### src/rtl/sprite_pkg.sv
// sprite_pkg: shared constants, bundle types and colour helper
// for the sprite compositor pixel pipeline.
package sprite_pkg;

  localparam int SPR_DIM = 32;
  localparam int SPR_AW = $clog2(SPR_DIM);
  localparam int ROM_AW = 2 * SPR_AW;
  localparam int VACTIVE = 480;
  localparam logic [15:0] KEY_COLOR = 16'hF81F;
  localparam logic [23:0] BG_RESET = 24'hFFFFFF;

  typedef logic [15:0] rgb565_t;

  typedef struct packed {
    logic [7:0] r;
    logic [7:0] g;
    logic [7:0] b;
  } rgb888_t;

  typedef struct packed {
    logic [9:0] x;
    logic [9:0] y;
  } sprite_pos_t;

  function automatic logic [8:0] reg_en_addr(int n);
    return 9'(2 * n);
  endfunction

  function automatic logic [8:0] reg_bg_addr(int n);
    return 9'(2 * n + 1);
  endfunction

  // top bits replicated into the low bits so full-scale maps to 8'hFF
  function automatic rgb888_t rgb565_to_888(rgb565_t c);
    rgb888_t o;
    o.r = {c[15:11], c[15:13]};
    o.g = {c[10:5], c[10:9]};
    o.b = {c[4:0], c[4:2]};
    return o;
  endfunction

endpackage

### src/rtl/sprite_compositor_hit_gen.sv
// sprite_hit_gen: per-sprite window test and ROM address
// generation, registered as pipeline stage 1.
module sprite_hit_gen
  import sprite_pkg::*;
(
  input  logic              clk,
  input  logic              reset,
  input  logic [9:0]        px,
  input  logic [9:0]        vcount,
  input  sprite_pos_t       pos,
  input  logic              en,
  output logic              hit,
  output logic [ROM_AW-1:0] rom_addr
);

  logic in_x;
  logic in_y;
  logic hit_c;
  logic [SPR_AW-1:0] dx;
  logic [SPR_AW-1:0] dy;

  // 11-bit upper bound so windows near the right/bottom never wrap
  assign in_x = (px >= pos.x) &&
                ({1'b0, px} < {1'b0, pos.x} + 11'(SPR_DIM));
  assign in_y = (vcount >= pos.y) &&
                ({1'b0, vcount} < {1'b0, pos.y} + 11'(SPR_DIM));
  assign hit_c = en && in_x && in_y;

  assign dx = SPR_AW'(px - pos.x);
  assign dy = SPR_AW'(vcount - pos.y);

  always_ff @(posedge clk) begin
    if (reset) begin
      hit      <= 1'b0;
      rom_addr <= '0;
    end else begin
      hit <= hit_c;
      if (hit_c) rom_addr <= {dy, dx};
    end
  end

endmodule

### src/rtl/sprite_compositor.sv
// sprite_compositor: double-buffered sprite registers, 3-stage
// pixel pipeline with priority layering and colour-key transparency.
module sprite_compositor #(
  parameter int          NUM_SPRITES = 6,
  parameter int          VACTIVE     = 480,
  parameter logic [15:0] KEY_COLOR   = 16'hF81F
) (
  input  logic                      clk,
  input  logic                      reset,
  input  logic                      chipselect,
  input  logic                      write,
  input  logic [8:0]                address,
  input  logic [31:0]               writedata,
  input  logic [10:0]               hcount,
  input  logic [9:0]                vcount,
  input  logic                      blank_n_in,
  output logic [NUM_SPRITES*10-1:0] rom_addr,
  input  logic [NUM_SPRITES*16-1:0] rom_data,
  output logic [7:0]                vga_r,
  output logic [7:0]                vga_g,
  output logic [7:0]                vga_b,
  output logic                      blank_n_out
);

  import sprite_pkg::*;

  localparam logic [8:0] REG_EN = reg_en_addr(NUM_SPRITES);
  localparam logic [8:0] REG_BG = reg_bg_addr(NUM_SPRITES);

  sprite_pos_t pend_pos [NUM_SPRITES];
  sprite_pos_t act_pos  [NUM_SPRITES];
  logic [NUM_SPRITES-1:0] pend_en;
  logic [NUM_SPRITES-1:0] act_en;
  rgb888_t pend_bg;
  rgb888_t act_bg;

  logic wr;
  logic commit;
  logic is_pos;
  logic unused_wd;

  assign wr = chipselect && write;
  assign commit = (vcount == 10'(VACTIVE)) && (hcount == 11'd0);
  assign is_pos = address < REG_EN;
  assign unused_wd = ^writedata[31:24];

  // commit reads pending before this cycle's write lands
  always_ff @(posedge clk) begin
    if (reset) begin
      for (int i = 0; i < NUM_SPRITES; i++) begin
        pend_pos[i] <= '0;
        act_pos[i]  <= '0;
      end
      pend_en <= '0;
      act_en  <= '0;
      pend_bg <= BG_RESET;
      act_bg  <= BG_RESET;
    end else begin
      if (commit) begin
        act_pos <= pend_pos;
        act_en  <= pend_en;
        act_bg  <= pend_bg;
      end
      if (wr) begin
        unique case (1'b1)
          is_pos: begin
            for (int i = 0; i < NUM_SPRITES; i++) begin
              if (address[8:1] == 8'(i)) begin
                if (address[0]) pend_pos[i].y <= writedata[9:0];
                else pend_pos[i].x <= writedata[9:0];
              end
            end
          end
          (address == REG_EN): pend_en <= writedata[NUM_SPRITES-1:0];
          (address == REG_BG): pend_bg <= writedata[23:0];
          default: ;
        endcase
      end
    end
  end

  logic [NUM_SPRITES-1:0] hit1;
  logic blank1;

  for (genvar i = 0; i < NUM_SPRITES; i++) begin : g_hit
    sprite_hit_gen u_hit (
      .clk      (clk),
      .reset    (reset),
      .px       (hcount[10:1]),
      .vcount   (vcount),
      .pos      (act_pos[i]),
      .en       (act_en[i]),
      .hit      (hit1[i]),
      .rom_addr (rom_addr[10*i +: 10])
    );
  end

  always_ff @(posedge clk) begin
    if (reset) blank1 <= 1'b0;
    else blank1 <= blank_n_in;
  end

  rgb565_t rom_q [NUM_SPRITES];
  logic [NUM_SPRITES-1:0] hit2;
  logic blank2;

  always_ff @(posedge clk) begin
    if (reset) begin
      for (int i = 0; i < NUM_SPRITES; i++) rom_q[i] <= '0;
      hit2   <= '0;
      blank2 <= 1'b0;
    end else begin
      for (int i = 0; i < NUM_SPRITES; i++) begin
        rom_q[i] <= rom_data[16*i +: 16];
      end
      hit2   <= hit1;
      blank2 <= blank1;
    end
  end

  rgb888_t pix;

  // walk from the bottom layer up so the lowest index wins
  always_comb begin
    pix = act_bg;
    for (int i = NUM_SPRITES - 1; i >= 0; i--) begin
      if (hit2[i] && rom_q[i] != KEY_COLOR) pix = rgb565_to_888(rom_q[i]);
    end
  end

  always_ff @(posedge clk) begin
    if (reset) begin
      vga_r       <= '0;
      vga_g       <= '0;
      vga_b       <= '0;
      blank_n_out <= 1'b0;
    end else begin
      blank_n_out <= blank2;
      vga_r       <= blank2 ? pix.r : 8'd0;
      vga_g       <= blank2 ? pix.g : 8'd0;
      vga_b       <= blank2 ? pix.b : 8'd0;
    end
  end

endmodule

### config.mk
export PLATFORM = sky130hd
export DESIGN_NAME = sprite_compositor
export DESIGN_NICKNAME = d
export VERILOG_FILES = /design/src/rtl/sprite_pkg.sv /design/src/rtl/sprite_compositor_hit_gen.sv /design/src/rtl/sprite_compositor.sv
export SDC_FILE = /design/constraint.sdc
export NUM_CORES = 1
export LEC_CHECK = 0
export ABC_AREA = 1
export BUFFER_PORTS_ARGS = -buffer_cell sky130_fd_sc_hd__buf_2
export CORE_MARGIN = 2
export CORE_UTILIZATION = 55
export CTS_BUF_LIST = sky130_fd_sc_hd__clkbuf_4
export CTS_CLUSTER_DIAMETER = 60
export DETAILED_ROUTE_END_ITERATION = 8
export PLACE_DENSITY_LB_ADDON = 0.3
export SLEW_MARGIN = 5
export SYNTH_ARGS = -nofsm -noshare
export SYNTH_HDL_FRONTEND = slang
export SYNTH_HIERARCHICAL = 1
export SYNTH_SLANG_ARGS = --single-unit
### constraint.sdc
create_clock -name clk -period 2.5 [get_ports clk]
set_input_delay 0.625 -clock clk [delete_from_list [all_inputs] [get_ports clk]]
set_output_delay 0.625 -clock clk [all_outputs]
set_load 0.05 [all_outputs]
==> impl_metrics.py <==
metrics = {
    "power_and_ir_drop": {
        "combPwrFrac": 0.096,
        "p_per_area_nw_per_um2": 547.3,
        "p_leak_uw": 0.01543,
        "swShare": 0.2643,
        "finalPower_uw": 16750,
        "seq_power_share": 0.479,
        "power.internal_uw": 12320,
        "switchingPower_uw": 4427,
        "power_frac_clock": 0.425,
        "peakVddDrop_v": 0.0004623,
    },
    "synth": {
        "yosys-top-cells-count": "nand2_1, nor2_1, dfxtp_1, inv_1, a21oi_1",
        "synth_cell_types": 51,
        "ys_seq_area_frac": 0.3901,
        "synth_seq_cells": 495,
        "yosysTopAreaCell": "dfxtp_1",
        "netlist_top_cells_area": "dfxtp_1, nand2_1, ha_1",
        "synthFlopType": "dfxtp_1",
        "mappedNetlistNets": 3873,
        "synth-async-reset-ratio": 0,
        "yosys.cell_count.top_type": "nand2_1",
        "synth_warnings": 6,
        "synth.avg_cell_area_um2": 7.246,
        "syn_inst": 3506,
        "synth_edf_count": 0,
        "synth_top_area_frac": 0.3901,
        "syn_area_um2": 25400,
    },
    "routing": {
        "detail_route.first_pass.iterations": 6,
        "wl_per_cell_um": 15.65,
        "via_per_inst": 5.241,
        "drc": 0,
        "num_vias": 24340,
        "antenna_violating_nets_post_route": 0,
        "drt_wl_total_mm": 72.68,
        "drt_iter0_drc": 1980,
    },
    "sta": {
        "final.setup.tns_ns": 0,
        "finalMaxSlewViolations": 0,
        "period_share": 0.9163,
        "tightest_slew_ns": 0.7320,
        "setup_slack_ns": 0.2091,
        "fin_crit_ns": 2.291,
        "rsz0062_at_grt": "no",
        "holdWs_ns": 0.1781,
        "slew_headroom": 0.5114,
        "clock.fmax_mhz": 436.5,
        "setup-violations-final": 0,
        "clock_skew_ns": 0.04010,
        "finalHoldViolCount": 0,
    },
    "placement": {
        "post-place-ws_ns": -0.2865,
        "hpwl_mm": 48.75,
        "gp_congestion": 0.9267,
        "port_buffers": 239,
    },
    "floorplan": {
        "core-area_um2": 45480,
        "die_area_um2": 47920,
        "rows": 78,
        "start_util": 0.5586,
        "die_h_um": 218.9,
        "die_x_um": 218.9,
        "io_pins": 248,
    },
    "critical_path": {
        "end_kind": "flip-flop",
        "crit_type": "flip-flop to flip-flop",
        "required_ns": 3.33,
        "start_kind": "flip-flop",
        "crit_fanout": 10,
        "critPathArrivalTime_ns": 3.12,
    },
    "cts": {
        "clk_pin_slew_ns": 0.06,
        "numClockSinks": 495,
        "clk_path_buf_depth": 3,
        "cts_root_buffer": "clkbuf_4",
        "clock_latency_ns": 0.94,
        "cts_tree": "done",
        "numCtsBuffers": 133,
        "htree_num_levels": 4,
        "post_cts_buffers": 0,
    },
    "finish": {
        "nFillCells": 3901,
        "multi_input_area_um2": 13290,
        "syn2layout_area_growth_pct": 20.47,
        "post-route-util": 0.6729,
        "regArea_um2": 9910,
        "final_layout_size_suffix_gt1_frac": 0.1570,
        "nNetsFinal": 4321,
    },
    "global_routing": {
        "grt_pass1_wl_mm": 114.6,
        "grt_max_degree": 124,
        "grt_antenna_before_repair": 3,
        "grt_pass1_vias": 22520,
        "grt.total_usage": 0.3021,
        "grt_overflow": 0,
    },
    "outcome": {
        "outcome": "complete, no violations",
    },
    "min_path": {
        "hold_path.class": "input port to flip-flop",
    },
    "flow_run": {
        "drv_cap": 0,
    },
}
-- path summary, 6_finish.rpt --
| check | to | from | cells past startpoint | slack, ns |
|---|---|---|---|---|
| max | g_hit[2].u_hit/rom_addr[4] | act_pos[75] | 12 | 0.21 |
| min | pend_en[3] | reset | 2 | 0.18 |
| max reg2reg | g_hit[2].u_hit/rom_addr[4] | act_pos[75] | 12 | 0.21 |
| min reg2reg | blank2 | blank1 | 2 | 0.39 |
-- cells in the final DEF, fill, tap and decap left out, types with 18 or more instances in the layout --
master,netlist,routed
a21oi_1,209,208
nand3_1,172,171
nor2_1,615,615
ha_1,192,192
dfxtp_1,495,495
o211ai_1,35,35
nand2_1,680,680
o21ai_1,64,64
inv_1,415,414
dlygate4sd3_1,0,121
o21ai_0,190,190
nand2_2,18,18
xnor2_1,29,29
clkinv_1,7,22
o21a_1,22,22
buf_2,35,238
clkbuf_4,0,185
xor2_1,41,41
buf_4,9,69
buf_12,0,24
-- power by group through the flow --
stage	Clock, uW	Sequential (uW)	Combinational [uW]
2_1_floorplan	0	8230	825
3_3_place_gp	0	8210	1400
3_5_place_dp	0	8210	1420
4_1_cts	7200	8030	1570
5_1_grt	7630	8030	1760
6_report	7110	8030	1610
-- stage by stage --
stage	cell area, um2	cells
after floorplan	25400	3506
after global placement	27740	4297
after detailed placement	27740	4297
after CTS	30570	4636
after global routing	30600	4640
final	30600	4643
-- kinds of logic (layout without fill, tap and decap cells) --
| family | after synthesis | in the layout | share of synthesized area |
|---|---|---|---|
| XOR/XNOR | 70 | 70 | 0.02413 |
| flip-flops | 495 | 495 | 0.3901 |
| AO/OA/AOI/OAI | 557 | 557 | 0.1200 |
| buffers and inverters | 571 | 1101 | 0.08802 |
| other | 0 | 6 | 0 |
| AND/OR/NAND/NOR | 1609 | 1610 | 0.2737 |
| adder cells (fa/ha/maj) | 204 | 204 | 0.1040 |
-- sequential cells by signal (all words and copies together) (netlist names) --
name                  cells
pend_bg                  24
g_hit.u_hit/hit           6
hit2                      6
act_bg                   24
blank_n_out               1
blank1                    1
vga_b                     8
g_hit.u_hit/rom_addr     60
pend_pos                120
rom_q                    96
vga_g                     8
act_en                    6
act_pos                 120
pend_en                   6
blank2                    1
vga_r                     8
-- critical path, stage by stage (launching register included) --
cell,delay [ns]
dfxtp_1,0.46
ha_1,0.23
nand3_1,0.11
xor2_1,0.20
ha_1,0.28
nand2_1,0.08
nand2_1,0.05
o21ai_1,0.09
nand3_1,0.17
nor2_4,0.28
nand3_1,0.12
nand2_1,0.08
nor2_1,0.04
-- cell type report --
class                      count  share of cell area
timing repair buffer         452              0.1111
inverter                     431             0.05311
clock inverter                33            0.007482
multi-input combinational   2441              0.4341
clock buffer                 185             0.04538
sequential                   495              0.3238
antenna                        6           0.0004906
tap                          600             0.02453
-- what timing repair did --
item / 4_1_cts / 5_1_grt
hold buffers: 121 / 0
endpoints found under the setup margin: 0 / 6
resized for setup: 0 / 3
endpoints found under the hold margin: 131 / 0
-- routing by layer --
metal  GRT usage  vias up  wire length (um)
li1            -    12150                 -
met1      0.3943    11010             31430
met2      0.4745      949             32750
met3     0.05988      232              5384
met4      0.1554        0              3117
met5           0        -                 0
No activity file was read; power rests on OpenSTA's default activity.
